<file path="src/rtl/remote_comm.sv">
// rtl/remote_comm.sv - 16-bit command transmitter (two 8N1 bytes, high first) and 8N1 response receiver
module remote_comm #(
  parameter int BAUD_DIV = 2604
) (
  input  logic        clk,
  input  logic        rst,
  input  logic        RX,
  input  logic [15:0] cmd,
  input  logic        snd_cmd,
  output logic        TX,
  output logic        cmd_snt,
  output logic        resp_rdy,
  output logic [7:0]  resp
);

  localparam int CW = $clog2(BAUD_DIV);
  localparam logic [CW-1:0] BAUD_LAST = CW'(BAUD_DIV - 1);
  localparam logic [CW-1:0] HALF_LAST = CW'(BAUD_DIV / 2 - 1);

  typedef enum logic [1:0] {IDLE, SEND_HI, SEND_LO} cmd_state_t;

  cmd_state_t state, state_nxt;
  logic [15:0] cmd_q;
  logic        accept;
  logic        tx_start;
  logic [7:0]  tx_byte;

  logic          tx_busy;
  logic [CW-1:0] tx_baud;
  logic [3:0]    tx_bit;
  logic [8:0]    tx_shift;
  logic          tx_done;

  assign tx_done = tx_busy && (tx_bit == 4'd9) && (tx_baud == BAUD_LAST);

  // The transmitter is already idle on the first SEND_LO cycle, which
  // gives exactly one idle-high clock between the two bytes.
  always_comb begin
    state_nxt = state;
    accept    = 1'b0;
    tx_start  = 1'b0;
    tx_byte   = cmd_q[7:0];
    case (state)
      IDLE: begin
        if (snd_cmd) begin
          accept    = 1'b1;
          tx_start  = 1'b1;
          tx_byte   = cmd[15:8];
          state_nxt = SEND_HI;
        end
      end
      SEND_HI: begin
        if (tx_done) state_nxt = SEND_LO;
      end
      SEND_LO: begin
        if (!tx_busy)     tx_start  = 1'b1;
        else if (tx_done) state_nxt = IDLE;
      end
      default: state_nxt = IDLE;
    endcase
  end

  always_ff @(posedge clk) begin
    if (rst) begin
      state   <= IDLE;
      cmd_q   <= 16'h0000;
      cmd_snt <= 1'b0;
    end else begin
      state <= state_nxt;
      if (accept) begin
        cmd_q   <= cmd;
        cmd_snt <= 1'b0;
      end
      if (state == SEND_LO && tx_done) cmd_snt <= 1'b1;
    end
  end

  // tx_shift holds the remaining data bits followed by the stop bit
  always_ff @(posedge clk) begin
    if (rst) begin
      tx_busy  <= 1'b0;
      tx_baud  <= '0;
      tx_bit   <= 4'd0;
      tx_shift <= '1;
      TX       <= 1'b1;
    end else if (tx_start) begin
      tx_busy  <= 1'b1;
      tx_baud  <= '0;
      tx_bit   <= 4'd0;
      tx_shift <= {1'b1, tx_byte};
      TX       <= 1'b0;
    end else if (tx_busy) begin
      if (tx_baud == BAUD_LAST) begin
        tx_baud <= '0;
        if (tx_bit == 4'd9) begin
          tx_busy <= 1'b0;
          TX      <= 1'b1;
        end else begin
          tx_bit   <= tx_bit + 4'd1;
          TX       <= tx_shift[0];
          tx_shift <= {1'b1, tx_shift[8:1]};
        end
      end else begin
        tx_baud <= tx_baud + 1'b1;
      end
    end
  end

  logic          rx_ff1, rx_ff2, rx_prev;
  logic          rx_busy;
  logic [CW-1:0] rx_baud;
  logic [3:0]    rx_bit;
  logic [7:0]    rx_shift;
  logic          rx_sample;
  logic          start_edge;

  assign rx_sample  = rx_busy && (rx_baud == ((rx_bit == 4'd0) ? HALF_LAST : BAUD_LAST));
  assign start_edge = !rx_busy && rx_prev && !rx_ff2;

  always_ff @(posedge clk) begin
    if (rst) begin
      rx_ff1   <= 1'b1;
      rx_ff2   <= 1'b1;
      rx_prev  <= 1'b1;
      rx_busy  <= 1'b0;
      rx_baud  <= '0;
      rx_bit   <= 4'd0;
      rx_shift <= 8'h00;
      resp     <= 8'h00;
      resp_rdy <= 1'b0;
    end else begin
      rx_ff1  <= RX;
      rx_ff2  <= rx_ff1;
      rx_prev <= rx_ff2;
      if (start_edge) begin
        rx_busy  <= 1'b1;
        rx_baud  <= '0;
        rx_bit   <= 4'd0;
        resp_rdy <= 1'b0;
      end else if (rx_sample) begin
        rx_baud <= '0;
        rx_bit  <= rx_bit + 4'd1;
        if (rx_bit == 4'd0) begin
          // Line already back high at the start-bit centre: treat as noise
          if (rx_ff2) rx_busy <= 1'b0;
        end else if (rx_bit == 4'd9) begin
          rx_busy  <= 1'b0;
          resp     <= rx_shift;
          resp_rdy <= 1'b1;
        end else begin
          rx_shift <= {rx_ff2, rx_shift[7:1]};
        end
      end else if (rx_busy) begin
        rx_baud <= rx_baud + 1'b1;
      end
    end
  end

endmodule

</file>
<file path="config.mk">
export PLATFORM = sky130hd
export DESIGN_NAME = remote_comm
export DESIGN_NICKNAME = d
export VERILOG_FILES = /design/src/rtl/remote_comm.sv
export SDC_FILE = /design/constraint.sdc
export NUM_CORES = 1
export LEC_CHECK = 0
export BUFFER_PORTS_ARGS = -buffer_cell sky130_fd_sc_hd__buf_2
export CAP_MARGIN = 15
export CELL_PAD_IN_SITES_DETAIL_PLACEMENT = 0
export CELL_PAD_IN_SITES_GLOBAL_PLACEMENT = 1
export CORE_ASPECT_RATIO = 1.4
export CORE_MARGIN = 2
export CORE_UTILIZATION = 48
export CTS_CLUSTER_DIAMETER = 40
export DETAILED_ROUTE_END_ITERATION = 12
export PLACE_DENSITY_LB_ADDON = 0.1
export SETUP_SLACK_MARGIN = 0.3
export SYNTH_ARGS = -nofsm -noshare
export SYNTH_HDL_FRONTEND = slang
export SYNTH_SLANG_ARGS = --single-unit
</file>
<file path="constraint.sdc">
create_clock -name clk -period 5.2 [get_ports clk]
set_input_delay 1.04 -clock clk [delete_from_list [all_inputs] [get_ports clk]]
set_output_delay 1.04 -clock clk [all_outputs]
set_load 0.03 [all_outputs]
</file>
==> results.sh <==
export IMPL_status="complete, no violations"
export IMPL_drt_first_pass_iters=4
export IMPL_p_leak_uw=0.00146
export IMPL_slowest_stage="or4b_1"
export IMPL_cts_resized=0
export IMPL_cp_max_fo=9
export IMPL_initial_core_util_pct=49.9
export IMPL_synth_area_sq_mm=0.00330
export IMPL_grt_pass1_wl_um=11000
export IMPL_crit_arrival_ns=2.77
export IMPL_setup_tns_ns=0
export IMPL_cpPeakStageDelay_ns=0.63
export IMPL_nFillCells=634
export IMPL_synth_top_cell_by_area="dfxtp_1"
export IMPL_finalCriticalPeriod_ns=2.48
export IMPL_r2r_worst_path_cells=7
export IMPL_seq_area_sq_mm=0.00148
export IMPL_critPathBufInv=2
export IMPL_ctsHoldBuffers=0
export IMPL_worstPathRequired_ns=5.48
export IMPL_yosysUniqueCellTypes=49
export IMPL_clk_path_buf_depth=2
export IMPL_final_layout_size_suffix_gt1_share_pct=15.3
export IMPL_synthTopCellsByCount="dfxtp_1 (74), nand2_1 (40), nor2_1 (36)"
export IMPL_yosys_warnings=0
export IMPL_worst_pin_slew_ns=0.781
export IMPL_drc=0
export IMPL_io_pins=31
export IMPL_rsz0062_at_grt="false"
export IMPL_fin_crit_sh_pct=47.8
export IMPL_synthArstFlopShare_pct=0
export IMPL_ys_ff_latch=74
export IMPL_gr_total_overflow=0
export IMPL_crit_path_end_kind="flop"
export IMPL_combPwrFrac_pct=4.9
export IMPL_crit_chain="inv_1, ha_1, nor3b_1, or4b_1, a21oi_1, buf_4, mux2i_1"
export IMPL_dp_hpwl_um=4400
export IMPL_postSynthCellCount=363
export IMPL_dieArea_sq_mm=0.00756
export IMPL_critPathKind="reg2reg"
export IMPL_clockPowerShare_pct=45.1
export IMPL_antenna_found_initial=0
export IMPL_wl_per_cell_um=13.0
export IMPL_cts_buffers=9
export IMPL_h_tree_depth=3
export IMPL_ys_top_cells_by_area="dfxtp_1 (45%), mux2i_1 (9.1%), nand2_1 (4.6%), nor2_1 (4.1%), xor2_1 (3.5%)"
export IMPL_clockRootBuffer="clkbuf_8"
export IMPL_p_per_area_mw_per_mm2=316
export IMPL_yosysSeqAreaShare_pct=44.9
export IMPL_reg2reg_to="rx_bit[0]"
export IMPL_placed_area_sq_mm=0.00350
export IMPL_final_cells=484
export IMPL_cellInternalPower_uw=923
export IMPL_ir_drop_v=0.000155
export IMPL_timing_reg2reg_setup_slack_ns=2.72
export IMPL_p_seq_share_pct=50.0
export IMPL_clock_latency_ns=0.35
export IMPL_hold_viol_final=0
export IMPL_die_w_um=74.1
export IMPL_avgViaCountPerCell=5.28
export IMPL_synth_flop_cell="dfxtp_1"
export IMPL_yosysTopAreaCellShare_pct=44.9
export IMPL_hold_depth=1
export IMPL_max_slew_margin_pct=47.5
export IMPL_postCtsSetupBuffers=0
export IMPL_switching_share_pct=21.9
export IMPL_grt_use_total_pct=18.7
export IMPL_max_cap_violations=0
export IMPL_multiInputGateArea_sq_mm=0.00170
export IMPL_synth_edff_count=0
export IMPL_reg2reg_from="rx_bit[0]"
export IMPL_yosysMostFrequentCell="dfxtp_1"
export IMPL_hold_path_class="reg2reg"
export IMPL_place_congestion=0.787
export IMPL_routed_wl_um=6300
export IMPL_cts_tree="done"
export IMPL_drtAntennaViolNets=0
export IMPL_area_growth_syn_to_layout_pct=13.4
export IMPL_dieHeight_um=102
export IMPL_first_global_vias=2465
export IMPL_grt_max_degree=29
export IMPL_slew_violations=0
export IMPL_numPortBuffers=30
export IMPL_power_uw=1180
export IMPL_antenna_cells=0
export IMPL_syn_num_nets=390
export IMPL_drtIter0Drc=81
export IMPL_path_delay_family="simple AND/OR/NAND/NOR gates"
export IMPL_worst_setup_path_start_kind="flop"
export IMPL_fmax_mhz=403
export IMPL_clk_pin_slew_worst_paths_ns=0.08
export IMPL_dp_cells=468
export IMPL_row_count=35
export IMPL_switchingPower_uw=259
export IMPL_min_from="rx_ff1"
export IMPL_post_route_cell_area_sq_mm=0.00374
export IMPL_clock_sink_count=74
export IMPL_avgSynthCellArea_sq_um=9.09
export IMPL_route_vias_total=2556
export IMPL_clock_skew_ns=0.00750
export IMPL_finalSetupViolCount=0
export IMPL_hold_end="rx_ff2"
export IMPL_core_sq_mm=0.00661
export IMPL_num_nets_final=414
==> cell families after synthesis <==
logic type	count (synthesis)	share of synthesized area, %
xor+xnor	22	5.84
compound gates	46	8.84
mux	31	9.45
fa+ha+maj	7	2.66
buf+inv	29	3.53
flops	74	44.9
simple gates	154	24.8
==> registers in the layout, summed over array words and instances (netlist names) <==
signal    cells
rx_shift      8
resp          8
rx_ff2        1
resp_rdy      1
tx_bit        4
rx_bit        4
cmd_q         8
rx_baud      12
tx_baud      12
rx_ff1        1
tx_busy       1
rx_prev       1
rx_busy       1
state         2
cmd_snt       1
TX            1
tx_shift      8
==> per-stage QoR <==
step	util [%]	worst slack, ns	hold slack [ns]
6_report	56.6	2.72	0.412
5_1_grt	56.6	2.52	0.441
4_1_cts	56.6	2.69	0.419
3_5_place_dp	52.9	2.39	0.402
3_3_place_gp	52.9	2.46	0.404
2_1_floorplan	-	3.00	0.389
==> power groups by stage <==
stage	Sequential, uW	Clock (uW)	Combinational (uW)
after floorplan	599	0	45.4
after global placement	604	0	58.4
after detailed placement	604	0	59.5
after CTS	591	547	59.6
after global routing	592	577	67.2
final	591	532	58.3
==> per-layer routing <==
layer	vias up	wire, um	GRT usage [%]
met2	28	3150	31.5
met1	1191	2890	22.1
li1	1331	-	-
met5	-	0	0
met3	6	184	5.62
met4	0	78	7.41
==> worst reg2reg max path: cells and delay by family, from the launching register on <==
| kind | cells | cell delay (ns) |
|---|---|---|
| muxes | 1 | 0.18 |
| AOI/OAI and AO/OA | 1 | 0.48 |
| and+or+nand+nor | 2 | 0.80 |
| buffers and inverters | 2 | 0.35 |
| adders and majority gates | 1 | 0.21 |
| DFF | 1 | 0.41 |
==> worst max-delay path by stage <==
stage	startpoint	endpoint	slack, ns	cells past startpoint
2_1_floorplan	snd_cmd	cmd_q[2]	3.00	4
3_3_place_gp	rst	tx_baud[11]	2.46	4
3_5_place_dp	rst	tx_baud[11]	2.39	4
4_1_cts	rx_bit[0]	rx_bit[0]	2.69	7
5_1_grt	rx_bit[0]	rx_bit[1]	2.52	7
6_report	rx_bit[0]	rx_bit[0]	2.72	7
==> placed cells by master, fill, tap and decap left out, drive strengths merged, types with 5 or more instances in the layout <==
| master | n |
|---|---|
| clkbuf | 9 |
| dfxtp | 74 |
| nor3 | 15 |
| xnor2 | 9 |
| nand4 | 12 |
| nand3 | 8 |
| mux2i | 30 |
| nor4 | 5 |
| buf | 32 |
| a21oi | 15 |
| o21ai | 9 |
| nand2 | 40 |
| nor2b | 5 |
| or4 | 5 |
| ha | 7 |
| nor2 | 36 |
| inv | 11 |
| xor2 | 13 |
==> final cells by class <==
| class | count | share of cell area [%] |
|---|---|---|
| well taps | 92 | 3.08 |
| repair buffers | 32 | 4.42 |
| clock inverters | 7 | 3.11 |
| clock buffers | 9 | 3.31 |
| inverters | 10 | 1.00 |
| multi-input cells | 260 | 45.5 |
| flip-flops and latches | 74 | 39.6 |
Power figures use the tool's default switching activity.
